==> src/rtl/hazard_forward_unit.sv <==
// Operand forwarding select, load-use bubble insertion and memory-wait freeze for an in-order pipeline.
// Defining HFU_STATS_EN adds saturating stall/freeze cycle counters as output ports.
module hazard_forward_unit #(
    parameter int FWD_STAGES = 3,
    parameter int REG_W      = 5,
    parameter int LU_LAT     = 1
) (
    input  logic                        CLK,
    input  logic                        nRST,
    input  logic [REG_W-1:0]            id_rs,
    input  logic [REG_W-1:0]            id_rt,
    input  logic                        id_useRs,
    input  logic                        id_useRt,
    input  logic [FWD_STAGES-1:0]       stage_regWrite,
    input  logic [FWD_STAGES-1:0]       stage_load,
    input  logic [FWD_STAGES*REG_W-1:0] stage_dest,
    input  logic                        mem_busy,
    output logic [2:0]                  forwardA,
    output logic [2:0]                  forwardB,
    output logic                        stall,
    output logic                        flush_ex,
    output logic                        freeze,
    output logic [1:0]                  fsm_state
`ifdef HFU_STATS_EN
    ,
    output logic [31:0]                 lu_stall_cnt,
    output logic [31:0]                 freeze_cnt
`endif
);

    typedef enum logic [1:0] {RUN = 2'd0, LU_STALL = 2'd1, FREEZE = 2'd2} state_t;

    state_t     state, next_state, saved, next_saved, eff_state;
    logic [1:0] cnt, next_cnt;
    logic [2:0] hold_a, hold_b, next_hold_a, next_hold_b;
    logic [FWD_STAGES-1:0] match_a, match_b;
    logic [2:0] fwd_a, fwd_b, fa_i, fb_i;
    logic [1:0] bub_a, bub_b, bub;
    logic       stall_i, flush_i, freeze_i;

    // Lowest-indexed matching stage whose data is already available.
    function automatic logic [2:0] fwd_sel(input logic [FWD_STAGES-1:0] m,
                                           input logic [FWD_STAGES-1:0] ld);
        logic [2:0] r;
        r = 3'd0;
        for (int k = FWD_STAGES - 1; k >= 0; k--)
            if (m[k] && (!ld[k] || k >= LU_LAT)) r = 3'(k + 1);
        return r;
    endfunction

    // Bubbles needed when the youngest match is a load still inside the load-use window.
    function automatic logic [1:0] bubbles(input logic [FWD_STAGES-1:0] m,
                                           input logic [FWD_STAGES-1:0] ld);
        logic [1:0] r;
        r = 2'd0;
        for (int k = FWD_STAGES - 1; k >= 0; k--)
            if (m[k]) r = (ld[k] && k < LU_LAT) ? 2'(LU_LAT - k) : 2'd0;
        return r;
    endfunction

    always_comb begin
        for (int k = 0; k < FWD_STAGES; k++) begin
            match_a[k] = stage_regWrite[k] && (stage_dest[k*REG_W +: REG_W] != '0)
                         && (stage_dest[k*REG_W +: REG_W] == id_rs) && id_useRs;
            match_b[k] = stage_regWrite[k] && (stage_dest[k*REG_W +: REG_W] != '0)
                         && (stage_dest[k*REG_W +: REG_W] == id_rt) && id_useRt;
        end
    end

    assign fwd_a = fwd_sel(match_a, stage_load);
    assign fwd_b = fwd_sel(match_b, stage_load);
    assign bub_a = bubbles(match_a, stage_load);
    assign bub_b = bubbles(match_b, stage_load);
    assign bub   = (bub_a > bub_b) ? bub_a : bub_b;

    // The cycle memory becomes ready again is handled as the state that was interrupted.
    assign eff_state = (state == FREEZE && !mem_busy) ? saved : state;

    always_comb begin
        next_state  = state;
        next_saved  = saved;
        next_cnt    = cnt;
        next_hold_a = hold_a;
        next_hold_b = hold_b;
        fa_i        = fwd_a;
        fb_i        = fwd_b;
        stall_i     = 1'b0;
        flush_i     = 1'b0;
        freeze_i    = 1'b0;
        case (eff_state)
            RUN: begin
                next_state = RUN;
                if (mem_busy) begin
                    freeze_i    = 1'b1;
                    next_hold_a = fwd_a;
                    next_hold_b = fwd_b;
                    next_saved  = RUN;
                    next_state  = FREEZE;
                end else if (bub != 2'd0) begin
                    stall_i = 1'b1;
                    flush_i = 1'b1;
                    if (bub > 2'd1) begin
                        next_cnt   = bub - 2'd1;
                        next_state = LU_STALL;
                    end
                end
            end
            LU_STALL: begin
                if (mem_busy) begin
                    freeze_i    = 1'b1;
                    next_hold_a = fwd_a;
                    next_hold_b = fwd_b;
                    next_saved  = LU_STALL;
                    next_state  = FREEZE;
                end else begin
                    stall_i    = 1'b1;
                    flush_i    = 1'b1;
                    next_cnt   = cnt - 2'd1;
                    next_state = (cnt == 2'd1) ? RUN : LU_STALL;
                end
            end
            default: begin
                freeze_i   = 1'b1;
                fa_i       = hold_a;
                fb_i       = hold_b;
                next_state = FREEZE;
            end
        endcase
    end

    always_ff @(posedge CLK or negedge nRST) begin
        if (!nRST) begin
            state  <= RUN;
            saved  <= RUN;
            cnt    <= 2'd0;
            hold_a <= 3'd0;
            hold_b <= 3'd0;
        end else begin
            state  <= next_state;
            saved  <= next_saved;
            cnt    <= next_cnt;
            hold_a <= next_hold_a;
            hold_b <= next_hold_b;
        end
    end

    // Outputs are forced low while reset is held so an abandoned freeze/stall releases at once.
    assign forwardA  = nRST ? fa_i : 3'd0;
    assign forwardB  = nRST ? fb_i : 3'd0;
    assign stall     = nRST & stall_i;
    assign flush_ex  = nRST & flush_i;
    assign freeze    = nRST & freeze_i;
    assign fsm_state = state;

`ifdef HFU_STATS_EN
    always_ff @(posedge CLK or negedge nRST) begin
        if (!nRST) begin
            lu_stall_cnt <= 32'd0;
            freeze_cnt   <= 32'd0;
        end else begin
            if (stall && lu_stall_cnt != 32'hFFFF_FFFF) lu_stall_cnt <= lu_stall_cnt + 32'd1;
            if (freeze && freeze_cnt != 32'hFFFF_FFFF) freeze_cnt <= freeze_cnt + 32'd1;
        end
    end
`endif

endmodule

==> config.mk <==
export PLATFORM = sky130hd
export DESIGN_NAME = hazard_forward_unit
export DESIGN_NICKNAME = d
export VERILOG_FILES = /design/src/rtl/hazard_forward_unit.sv
export SDC_FILE = /design/constraint.sdc
export NUM_CORES = 1
export LEC_CHECK = 0
export ABC_AREA = 1
export CORE_MARGIN = 4
export CORE_UTILIZATION = 50
export DETAILED_ROUTE_END_ITERATION = 6
export DONT_BUFFER_PORTS = 1
export GPL_TIMING_DRIVEN = 0
export PLACE_DENSITY_LB_ADDON = 0.1
export SKIP_CTS_REPAIR_TIMING = 1
export SYNTH_ARGS = -nofsm -noshare
export SYNTH_HDL_FRONTEND = slang
export SYNTH_SLANG_ARGS = --single-unit
==> constraint.sdc <==
create_clock -name CLK -period 2.9 [get_ports CLK]
set_input_delay 0.58 -clock CLK [delete_from_list [all_inputs] [get_ports CLK]]
set_output_delay 0.58 -clock CLK [all_outputs]
set_load 0.01 [all_outputs]
Word-level counts from Yosys, hierarchy flattened --
Cells that the tools add are included.
Operators by class: add/sub/neg operators 2, order comparisons 2, equality and inequality tests 15, multiplexer cells 35, bitwise operators 2, reduce and logical (&&, ||, !) cells 30
Operators by type and width (number):
- $eq 5x5->1 | 6
- $mux 2 | 12
- $mux 3 | 8
- $logic_and 1x1->1 | 18
- $reduce_bool 5->1 | 3
- $ne 2x2->1 const B | 6
- $pmux 2 s2 | 3
- $mux 1 | 11
- $reduce_and 5->1 | 1
- $eq 2x1->1 const B | 2
- $reduce_bool 2->1 | 2
- $sub 2x1->2 const B | 2
- $reduce_and 3->1 | 1
- $and 1x1->1 | 2
- $eq 2x2->1 const B | 1
- $gt 2x1->1 const B | 1
- $gt 2x2->1 | 1
- $logic_not 1->1 | 2
- $logic_not 2->1 | 1
- $pmux 1 s2 | 1
- $reduce_and 2->1 | 1
- $reduce_or 2->1 | 1
Word-level totals: register bits after elaboration 12, input bits 36, output and inout port bits 11, word-level logic and storage cells 91

Depth between registers and ports, before layout --
Gate-level depths: netlist of the first run.
depth after elaboration 12, gate-level depth with buffers 11, gate-level depth less buffers 11

Least setup slack after synthesis of the first run --
No wires, ideal clock.
path kind input-to-output, start point in stage_dest[3], end point out stall, data arrival time 1.341 ns, required time 2.320 ns, setup slack 0.979 ns, stages on the path 9, buffers on the path 1, cell sequence inv_1 a21oi_1 nand2_1 nor2_1 nand4_1 nand3_1 nand2_1 inv_1 buf_4
On the way: longest elaborated chain between the ends 12, elaborated cells between the ends (all ways) 17, those cells by class 1 x order compare; 2 x eq/ne; 6 x mux; 1 x bitwise; 7 x reduce/logical
Ends and longest elaborated chain:
- from (decl) | line 16 | input logic [FWD_STAGES*REG_W-1:0] stage_dest,
- $reduce_bool 5->1 | line 63, 65
- $logic_and 1x1->1 | line 63, 65
- $logic_and 1x1->1, on equally long branches (2 in a row) | line 64, 66
- $mux 1 | line 57 | if (m[k]) r = (ld[k] && k < LU_LAT) ? 2'(LU_LAT - k) : 2'd0;
- $gt 2x2->1 | line 74 | assign bub = (bub_a > bub_b) ? bub_a : bub_b;
- $mux 2 * | line 74
- $reduce_bool 2->1 * | line 99 | end else if (bub != 2'd0) begin
- $mux 1 * (2 in a row)
- $pmux 1 s2 *
- $and 1x1->1 *
- to (decl) | line 20 | output logic stall,
Mark *: on every way between the ends. The rest lies on a longest branch, timed or not.

Worst setup path after layout of the first run --
start point reg state[1], in the netlist fsm_state[1], end point out stall
On the way: longest elaborated chain between the ends 6, elaborated cells between the ends (all ways) 7, those cells by class 2 x eq/ne; 2 x mux; 1 x bitwise; 2 x reduce/logical
Ends and longest elaborated chain:
- from (decl) | line 33 | state_t state, next_state, saved, next_saved, eff_state;
- from (signal assigned) | line 139 | state <= next_state;
- $eq 2x2->1 | line 77 | assign eff_state = (state == FREEZE && !mem_busy) ? saved : state;
- $logic_and 1x1->1 | line 77
- $mux 2 * | line 77
- $eq 2x1->1 / $logic_not 2->1 (equally long branches)
- $pmux 1 s2 *
- $and 1x1->1 *
Marked as above.

==> results of run 1 <==
power breakdown:
group | internal, mW | total [mW] | switching [mW]
registers | 0.142 | 0.153 | 0.0113
clock network | 0.0530 | 0.0964 | 0.0434
logic | 0.0545 | 0.137 | 0.0824
per-stage QoR:
step	util, %	hold slack, ps	std cells	instance area, um^2
after floorplan	-	284	233	1220
after global placement	55.4	285	261	1260
after detailed placement	55.4	285	261	1260
after CTS	56.5	-1.56	265	1290
after global routing	57.0	495	266	1300
final	57.0	483	266	1300
sequential cells by signal, indices dropped and copies added (netlist names):
register / flops
cnt: 2
hold_a: 2
saved: 1
hold_b: 2
fsm_state: 2
layout make-up:
class	count	area share [%]
buffer	3	1.74
clock buffer	4	2.03
inverter	47	13.6
multi-input combinational	174	61.8
sequential	9	17.4
tap	28	2.70
timing repair buffer	1	0.772
worst min path at each step:
stage | from | endpoint | slack, ps | cells past startpoint
2_1_floorplan | nRST | cnt[0]$_DFFE_PN0P_ | 280 | 0
3_3_place_gp | nRST | hold_b[1]$_DFFE_PN0P_ | 280 | 0
3_5_place_dp | nRST | hold_b[1]$_DFFE_PN0P_ | 280 | 0
6_report | hold_b[1]$_DFFE_PN0P_ | hold_b[1]$_DFFE_PN0P_ | 480 | 2
5_1_grt | hold_b[1]$_DFFE_PN0P_ | hold_b[1]$_DFFE_PN0P_ | 500 | 2
4_1_cts | nRST | fsm_state[1]$_DFF_PN0_ | -2 | 0
cell usage after synthesis, drive strengths merged:
library cell | count | area share [%]
nand2 | 86 | 28
inv | 46 | 14
nor2 | 35 | 11
nand3 | 12 | 4.9
o21ai | 12 | 5.5
a21oi | 10 | 4.7
dfrtp | 9 | 18
nand4 | 6 | 3.6
xnor2 | 4 | 2.9
xor2 | 4 | 2.9
buf | 3 | 1.8
nor3 | 2 | 0.82
clkinv | 1 | 0.31
conb | 1 | 0.31
ha | 1 | 1.0
worst register-to-register path: cells and delay by family (launching register included):
| family | cells | cell delay, ps |
|---|---|---|
| flip-flops | 1 | 430 |
| AND/OR/NAND/NOR | 2 | 350 |
| XOR/XNOR | 1 | 140 |
| buffers and inverters | 1 | 100 |
| AO/OA/AOI/OAI | 1 | 80 |
cells by family (layout without fill, tap and decap cells):
family | Yosys count | in the layout | synth area share [%]
AO/OA/AOI/OAI | 22 | 22 | 10.2
XOR/XNOR | 8 | 8 | 5.74
adder cells (fa/ha/maj) | 1 | 1 | 1.02
buffers and inverters | 50 | 55 | 16.3
flip-flops | 9 | 9 | 18.4
other | 1 | 2 | 0.307
AND/OR/NAND/NOR | 141 | 141 | 48.0
routing by layer:
| metal | share of wire, % | track usage, % | up-vias | wire length [um] |
|---|---|---|---|---|
| met3 | 10 | 8.37 | 0 | 326 |
| met2 | 45 | 31.6 | 51 | 1460 |
| li1 | - | - | 712 | - |
| met4 | 0 | 3.64 | 0 | 0 |
| met5 | 0 | 0 | - | 0 |
| met1 | 45 | 24.7 | 578 | 1430 |
==> results summary, run 1 <==
In the final design database the tool counted 276 nets. The critical path is of the reg -> out type. The post-synthesis instance area is 0.00122 mm^2. The worst register-to-register path ends at cnt[0]$_DFFE_PN0P_. The die height came out at ~57 um. The number of buffers on the longest clock path came out at 2. The overall die area came out at about 0.0033 mm^2. The minimum clock period after layout is 2090 ps. Counting both buffers and inverters, the worst setup path holds a total of 3. The minimum setup slack in the final design is a little over 800 ps.

The unique cell type count in the Yosys netlist is 22. The worst hold-check path type is reg -> reg. The part of the Yosys area used for sequential elements is a little under a fifth. The average cell area after synthesis came out at about 5.3 um^2. The number of global-route vias before repair was between 1000 and 1500. The hold violation count in the final report is 0. TritonCTS built the clock tree. The portion of the clock cycle consumed by the worst path in the final layout is just over 70%. The synthesis-to-layout area growth came out at 6.15%.

The setup total negative slack came out at 0 ps. Once the floorplan was initialized, standard cells occupied between 50% and 60% of the core. The maximum number of pins on one net before global-route repair came out at 16. The largest fanout on the critical path came out at 4. For this design the top-level I/O count stands at 47. The number of detailed-route iterations in the first pass is 4. The clock skew came out at ~1.3 ps.

The overall power of the completed layout came out at roughly 390 uW. The congestion estimate from routability-driven global placement came to between 0.8 and 0.9. The flow ran to the end, and the final reports show no timing, DRC or antenna violations. Timing would allow up to 479 MHz.

The cell type group with the largest total delay on the critical path is flip-flops. In this run the number of H-tree levels came out at 1. After floorplanning, the core was sized to cover around 0.0023 mm^2. The placed wire-length estimate after detailed placement came out at roughly 2700 um.

For the worst setup path, the data arrival time is between 1500 and 2000 ps. Counting flops and latches in the post-synthesis netlist gives 9. For this run, design rule violations remaining after detail routing come to 0. The average vias per placed instance is 5.04. The cell at the root of the clock tree is sky130_fd_sc_hd__clkbuf_4.

Input and output buffers added on the ports amount to 0. The power density normalized to cell area came out at about 300 mW/mm^2. The number of buffers created by CTS is 3.

The total number of clock tree sinks came out at 9. The number of max-slew violations in the final report is 0. The routed layout has about 1300 vias. The global-route usage over all layers is 19.7%. The critical path runs through a total of 7 cells.

At the worst endpoint, the required time is 2320 ps. STA classifies the critical path startpoint as a flop. Following the worst setup path forward leads to its endpoint at stall. STA classifies the critical path endpoint as a primary output. The final routed wirelength across all metal layers came out at 3220 um.

The critical path goes through nand2_1 > o21ai_0 > inv_1 > nand3_1 > nand2_1 > inv_1 > buf_4. The combined flip-flop and latch cell area came out at ~230 um^2. The global-route wire length before repair is around 5000 um. The standby leakage power came out at 0.796 nW.

The number of cells on the worst reg-to-reg path is 5. The row count is 17. The startpoint identified for the worst register-to-register timing path is fsm_state[0]$_DFF_PN0_.

OpenSTA, run right after detailed placement, puts the worst setup slack at 868 ps. The source-to-sink clock delay at the later pin of the worst-skew pair is 260 ps. Once detail routing completed, the nets flagged for antenna violations numbered 0. Setup violations remaining at the end of the flow were counted as 0. IR analysis of the VDD net gives a maximum drop of ~0.32 mV. The Yosys step of the flow raised 0 warnings. The post-detailed-route wirelength per cell is roughly 12 um. In the layout the commonest cells are sky130_fd_sc_hd__nand2_1, sky130_fd_sc_hd__inv_1, sky130_fd_sc_hd__nor2_1.

In this run, the number of DRC markers left after iteration 0 of detailed routing was between 40 and 50. After filler insertion, the fill cell instance count of the layout stands at 242. The overall overflow remaining after global route is 0. The library cell used most frequently in the layout, excluding fill and tap cells, is sky130_fd_sc_hd__nand2_1. In this run the register-to-register setup slack is roughly 1700 ps. The chip width is around 57 um.

The number of antenna violations at the first check in global routing came to 0. The number of standard cells after synthesis is between 200 and 250. The antenna cell count is 0. The peak per-stage delay on the critical path came out at approximately 440 ps.

The tool flagged a number of max-cap violations equal to 0. For this design, the slowest cell found on the critical path is sky130_fd_sc_hd__dfrtp_1. The startpoint of the most critical setup path is fsm_state[1]$_DFF_PN0_. After clock tree synthesis, the clock-pin slew on the worst setup and hold paths is 60 ps. Setup repair after global routing left no endpoint under its margin. The fraction of layout instances using a drive strength above 1 is 12.2%. The area of the multi-input gates came out at around 800 um^2.
Power figures use the tool's default switching activity.
==> run 2: changes to the inputs <==
- clock period: 2.9 -> 1.8 ns (I/O delays scaled with it)
==> results summary, run 2 (synthesis results as in run 1) <==
The flow ran to the end, and the final reports show no timing, DRC or antenna violations. The arrival time at the worst endpoint was 1380 ps (-130 ps). The maximum ir drop on the vdd rail is 0.531 mV (+64%). The setup total negative slack came out at 0 ps (unchanged). The number of nets with antenna violations after detailed routing is 0 (unchanged). The initial core utilization came out at 53.7% (unchanged). The total number of clock tree sinks came out at 9 (unchanged).

The maximum number of pins on one net before global-route repair is 16 (unchanged). The chip width came out at 57.4 um (unchanged). The post-detailed-route wirelength per cell is 12.1 um (+0.18%). The filler cell count in the final layout came out at 237 (-2.1%).

The fraction of layout instances using a drive strength above 1 came out at 15.8% (+3.6 points). The count of buffers from port buffering is 0 (unchanged). The final layout net count was 278 (+0.72%). The final number of setup-violating endpoints is 0 (unchanged). The utilization after layout came out at 58.3% (+1.3 points). The startpoint identified for the worst hold timing path is mem_busy. The critical path class is reg -> out. The total via count after detailed routing came out at 1348 (+0.52%). The required arrival time at the worst endpoint came to 1440 ps (-880 ps). The cell area after layout came out at 0.00133 mm^2 (+2.3%). After layout, the minimum clock period comes to 1740 ps. The total cell area at the placement stage is 0.00126 mm^2 (unchanged). The root buffer cell chosen for the clock tree is sky130_fd_sc_hd__clkbuf_4.

Setup repair after global routing could not meet its margin everywhere. The kind of launch point of the worst setup path is a flop. The synthesis-to-layout area growth is 8.61%. The standby leakage power is 0.804 nW (+1.0%). The number of detailed-route iterations in the first pass is 4 (unchanged). In this run the worst hold path is classified as in -> reg. The clock skew is 3.45 ps (+2.18 ps). The I/O pin count came out at 47 (unchanged). The global-route wire length before repair is 5150 um (unchanged).

The hold violation count in the final report is 0 (unchanged). The die height is 57.4 um (unchanged). The overall overflow remaining after global route came out at 0 (unchanged). STA classifies the critical path endpoint as a primary output. The final routed wirelength across all metal layers is 3250 um (+0.93%). The reg-to-reg critical path startpoint is fsm_state[0]$_DFF_PN0_. The placed wire-length estimate after detailed placement came to 2690 um (unchanged). The number of levels the H-tree was split into is 1 (unchanged). The clock-pin transition on the worst setup and hold timing paths came out at 60 ps (about the same). The number of buffers on the longest clock path came out at 2 (unchanged). The number of max-slew violations in the final report came out at 0 (unchanged). The largest fanout on the critical path came out at 8 (+4).

The worst slack on hold paths was 363 ps (-119 ps). The number of DRC markers in iteration 0 came out at 43 (-2.3%). The floorplan core area came out at 0.00228 mm^2 (unchanged). The power density normalized to cell area is 477 mW/mm^2 (+60%).

The worst path uses ~97% of the clock period. The DRC violation count after routing came to 0 (unchanged). TritonCTS built the clock tree. Leaving out fill and tap cells, the most frequent cell in the layout is sky130_fd_sc_hd__nand2_1.

The number of global-route vias before repair came out at 1250 (unchanged). The antenna cell count came out at 0 (unchanged). The number of buffers created by CTS came out at 3 (unchanged). The top achievable clock speed is 573 MHz. The number of antenna violations at the first check in global routing came out at 0 (unchanged). The final weighted congestion of routability-driven global placement came to 0.857 (unchanged). The max-capacitance violation count is 0 (unchanged). The global-route usage over all layers is 19.7% (unchanged). The row count came out at 17 (unchanged). In the layout the commonest cells are sky130_fd_sc_hd__nand2_1, sky130_fd_sc_hd__nor2_1, sky130_fd_sc_hd__inv_1. The average vias per placed instance came to 5.03 (-0.23%).

The overall die area came out at 0.00330 mm^2 (unchanged). Tracing the worst setup path back leads to its startpoint at fsm_state[0]$_DFF_PN0_. The source-to-sink clock delay at the later pin of the worst-skew pair was 260 ps (about the same).
run 2: cell count changes in the layout (fill, tap and decap cells not counted), sizes merged:
| cell | change |
|---|---|
| buf | +2 |
run 2: critical path, cell delays in order, from the launching register on:
cell and delay [ps]:
sky130_fd_sc_hd__dfrtp_1 430, sky130_fd_sc_hd__inv_2 60, sky130_fd_sc_hd__a21oi_2 180, sky130_fd_sc_hd__inv_2 110, sky130_fd_sc_hd__buf_4 150, sky130_fd_sc_hd__a21oi_2 190
run 2: cell type report:
type                       count  area, um^2  share of cell area, %
timing repair buffer           3        25.0                   1.89
inverter                      47         176                   13.3
clock buffer                   4        26.3                   1.98
tap                           28        35.0                   2.64
sequential                     9         226                   17.1
buffer                         3        26.3                   1.98
multi-input combinational    174         811                   61.1
run 2: worst paths after layout:
| path | to | slack, ps | cells past startpoint |
|---|---|---|---|
| worst max-delay path | forwardA[1] | 60 | 5 |
| worst min-delay path | fsm_state[1]$_DFF_PN0_ | 360 | 3 |
| worst max register to register | cnt[1]$_DFFE_PN0P_ | 580 | 7 |
| worst min register to register | hold_b[1]$_DFFE_PN0P_ | 480 | 2 |
| max in group asynchronous | fsm_state[1]$_DFF_PN0_ | 1010 | 1 |
| min in group asynchronous | hold_a[0]$_DFFE_PN0P_ | 470 | 1 |
run 2: stage by stage:
stage	power [mW]	setup slack, ps	instances
global placement	0.448	228	261
CTS	0.625	-73.0	265
floorplan	0.423	319	233
global route	0.685	-45.1	268
finish	0.633	55.2	268
detailed placement	0.465	208	261
run 2: where the power goes:
group | switching [mW] | internal (mW)
Clock | 0.0705 | 0.0854
Sequential | 0.0178 | 0.229
Combinational | 0.136 | 0.0940
Total | 0.225 | 0.408
run 2: layer usage:
layer | track usage [%] | wire (um) | vias up
met1 | 24.7 | 1440 | 588
li1 | - | - | 715
met2 | 31.6 | 1500 | 45
met3 | 8.37 | 304 | 0
met5 | 0 | 0 | -
met4 | 3.64 | 0 | 0
==> run 3: changes to the inputs <==
- CORE_UTILIZATION: 50 -> 40
- clock period: 1.8 -> 1.7 ns (I/O delays scaled with it)
==> results summary, run 3 (synthesis results as in run 1) <==
The largest fanout on the critical path is 4 (-4). The critical path is of the reg -> out type. In the layout the commonest cells are sky130_fd_sc_hd__nand2_1, sky130_fd_sc_hd__nor2_1, sky130_fd_sc_hd__inv_1. The reg-to-reg setup timing slack came out at 520 ps (-60 ps).

The initial core utilization is 43.2% (-10 points). The endpoint identified for the worst register-to-register timing path is hold_b[1]$_DFFE_PN0P_. The required arrival time at the worst endpoint was 1360 ps (-80 ps). The number of levels the H-tree was split into is 1 (unchanged). The antenna cell count came out at 0 (unchanged).

The I/O pin count came out at 47 (unchanged). The worst slack on hold paths came to 309 ps (-54.2 ps). The area growth from synthesis to layout is 11.8%. The average vias per placed instance came out at 4.95 (-1.5%). The total cell area at the placement stage came out at 0.00126 mm^2 (+0.30%). The met2 global-route usage was 25.3% (-6.3 points).

The kind of end point of the critical path is a primary output. The number of detailed-route iterations in the first pass was 4 (unchanged). The filler cell count in the final layout is 333 (+41%).

The floorplan core area is 0.00283 mm^2 (+24%). The most critical setup path has its endpoint at stall. The hold violation count in the final report is 0 (unchanged). The flow ran to the end, but the final reports show violations. The final reports fail on setup timing. The TritonCTS clock tree is yes. The number of DRC markers in iteration 0 is 74 (+72%). The chip width is 63.3 um (+10%). The met1 global-route usage came to 21.9% (-2.8 points). Leaving out fill and tap cells, the most frequent cell in the layout is sky130_fd_sc_hd__nand2_1.

The total number of clock tree sinks is 9 (unchanged). The total via count after detailed routing is 1342 (-0.45%). The number of buffers created by CTS is 3 (unchanged). The clock-pin transition on the worst setup and hold timing paths is 60 ps (about the same).

The power density normalized to cell area was 492 mW/mm^2 (+3.2%). The layer with the highest usage is met2. The number of global-route vias before repair came out at 1163 (-7.0%). The standby leakage power was 0.803 nW (about the same). The smallest clock period supported by the final layout is computed as 1710 ps. The critical path starts at fsm_state[0]$_DFF_PN0_. The final weighted congestion of routability-driven global placement is 0.842 (-1.7%). The overall power of the completed layout is 672 uW (+6.2%). Setup repair after global routing could not meet its margin everywhere. The portion of the clock cycle consumed by the worst path in the final layout is 101%. The count of buffers from port buffering came out at 0 (unchanged). The min-delay analysis places its worst path in the category in -> reg. The number of buffers on the longest clock path is 2 (unchanged). The area of the multi-input gates is 842 um^2 (+3.9%). The die height is 63.3 um (+10%). The worst register-to-register path begins at fsm_state[1]$_DFF_PN0_. The final layout net count is 278 (unchanged). The number of max-slew violations in the final report is 0 (unchanged). The setup slack after placement came out at 122 ps (-86.3 ps).

The cell area after layout came out at 0.00137 mm^2 (+2.9%). The overall die area is 0.00400 mm^2 (+21%). The cell at the root of the clock tree is sky130_fd_sc_hd__clkbuf_4. The placed wire-length estimate after detailed placement came out at 2750 um (+2.2%). The overall overflow remaining after global route came out at 0 (unchanged). The combined flip-flop and latch cell area is 228 um^2 (+0.55%). The worst setup path is launched from a flop. The number of antenna violations at the first check in global routing was 0 (unchanged). The maximum ir drop on the vdd rail is 0.381 mV (-28%). The post-detailed-route wirelength per cell is 12.1 um (-0.10%). The final routed wirelength across all metal layers was 3280 um (+1.0%). The final number of setup-violating endpoints was 1 (+1). The arrival time at the worst endpoint is 1370 ps (about the same). The global-route wire length before repair came out at 5300 um (+2.8%). The utilization after layout came to 48.3% (-10 points). The DRC violation count after routing is 0 (unchanged).

The number of nets with antenna violations after detailed routing is 0 (unchanged). The minimum setup slack in the final design is -12.6 ps (-67.8 ps). The source-to-sink clock delay at the later pin of the worst-skew pair came out at 260 ps (about the same). The global-route usage over all layers is 16.5% (-3.2 points).

The global routing usage on met3 is 7.10% (-1.3 points). For this run, the top clock speed supported by timing is a little under 600 MHz. The number of cells on the worst reg-to-reg path is 4 (-3). The max-capacitance violation count was 0 (unchanged). The clock skew came out at 1.80 ps (-1.65 ps). The row count came out at 19 (+2). The maximum number of pins on one net before global-route repair was 16 (unchanged). The fraction of layout instances using a drive strength above 1 is 19.6% (+3.8 points).
run 3: worst max-delay path: stages (launching register included):
cell and delay, ps:
sky130_fd_sc_hd__dfrtp_2 450, sky130_fd_sc_hd__inv_2 90, sky130_fd_sc_hd__a21oi_4 80, sky130_fd_sc_hd__nor2_4 150, sky130_fd_sc_hd__nand2_2 70, sky130_fd_sc_hd__inv_2 50, sky130_fd_sc_hd__nand2_2 40, sky130_fd_sc_hd__inv_2 80
sky130_fd_sc_hd__buf_6 100
run 3: cell type report:
cell class | instances | area share, %
buffer | 3 | 1.92
inverter | 47 | 13.1
multi-input combinational | 174 | 61.7
clock buffer | 4 | 1.92
tap | 31 | 2.84
sequential | 9 | 16.7
timing repair buffer | 3 | 1.83
run 3: per-stage QoR:
step           std cells  TNS [ps]
2_1_floorplan        233         0
3_3_place_gp         264         0
3_5_place_dp         264         0
4_1_cts              268      -600
5_1_grt              271      -253
6_report             271     -12.6
run 3: report_power, final:
group	leakage (nW)	internal [mW]	switching, mW
registers	0.115	0.242	0.0167
clock network	0.0150	0.0905	0.0744
logic	0.674	0.103	0.145
run 3: routing by layer:
layer / vias to the layer above / share of wire (%)
met5: - / 0
li1: 714 / -
met1: 583 / 46
met2: 45 / 44
met3: 0 / 11
met4: 0 / 0
run 3: worst min-delay path by stage:
stage                         from                endpoint  slack, ps  cells after the start
after floorplan               nRST      cnt[0]$_DFFE_PN0P_         40                      0
after global placement        nRST      cnt[1]$_DFFE_PN0P_         40                      0
after detailed placement      nRST      cnt[1]$_DFFE_PN0P_         40                      0
after CTS                     nRST   hold_a[1]$_DFFE_PN0P_       -240                      0
after global routing      mem_busy  fsm_state[1]$_DFF_PN0_        330                      3
final                     mem_busy      cnt[0]$_DFFE_PN0P_        310                      3
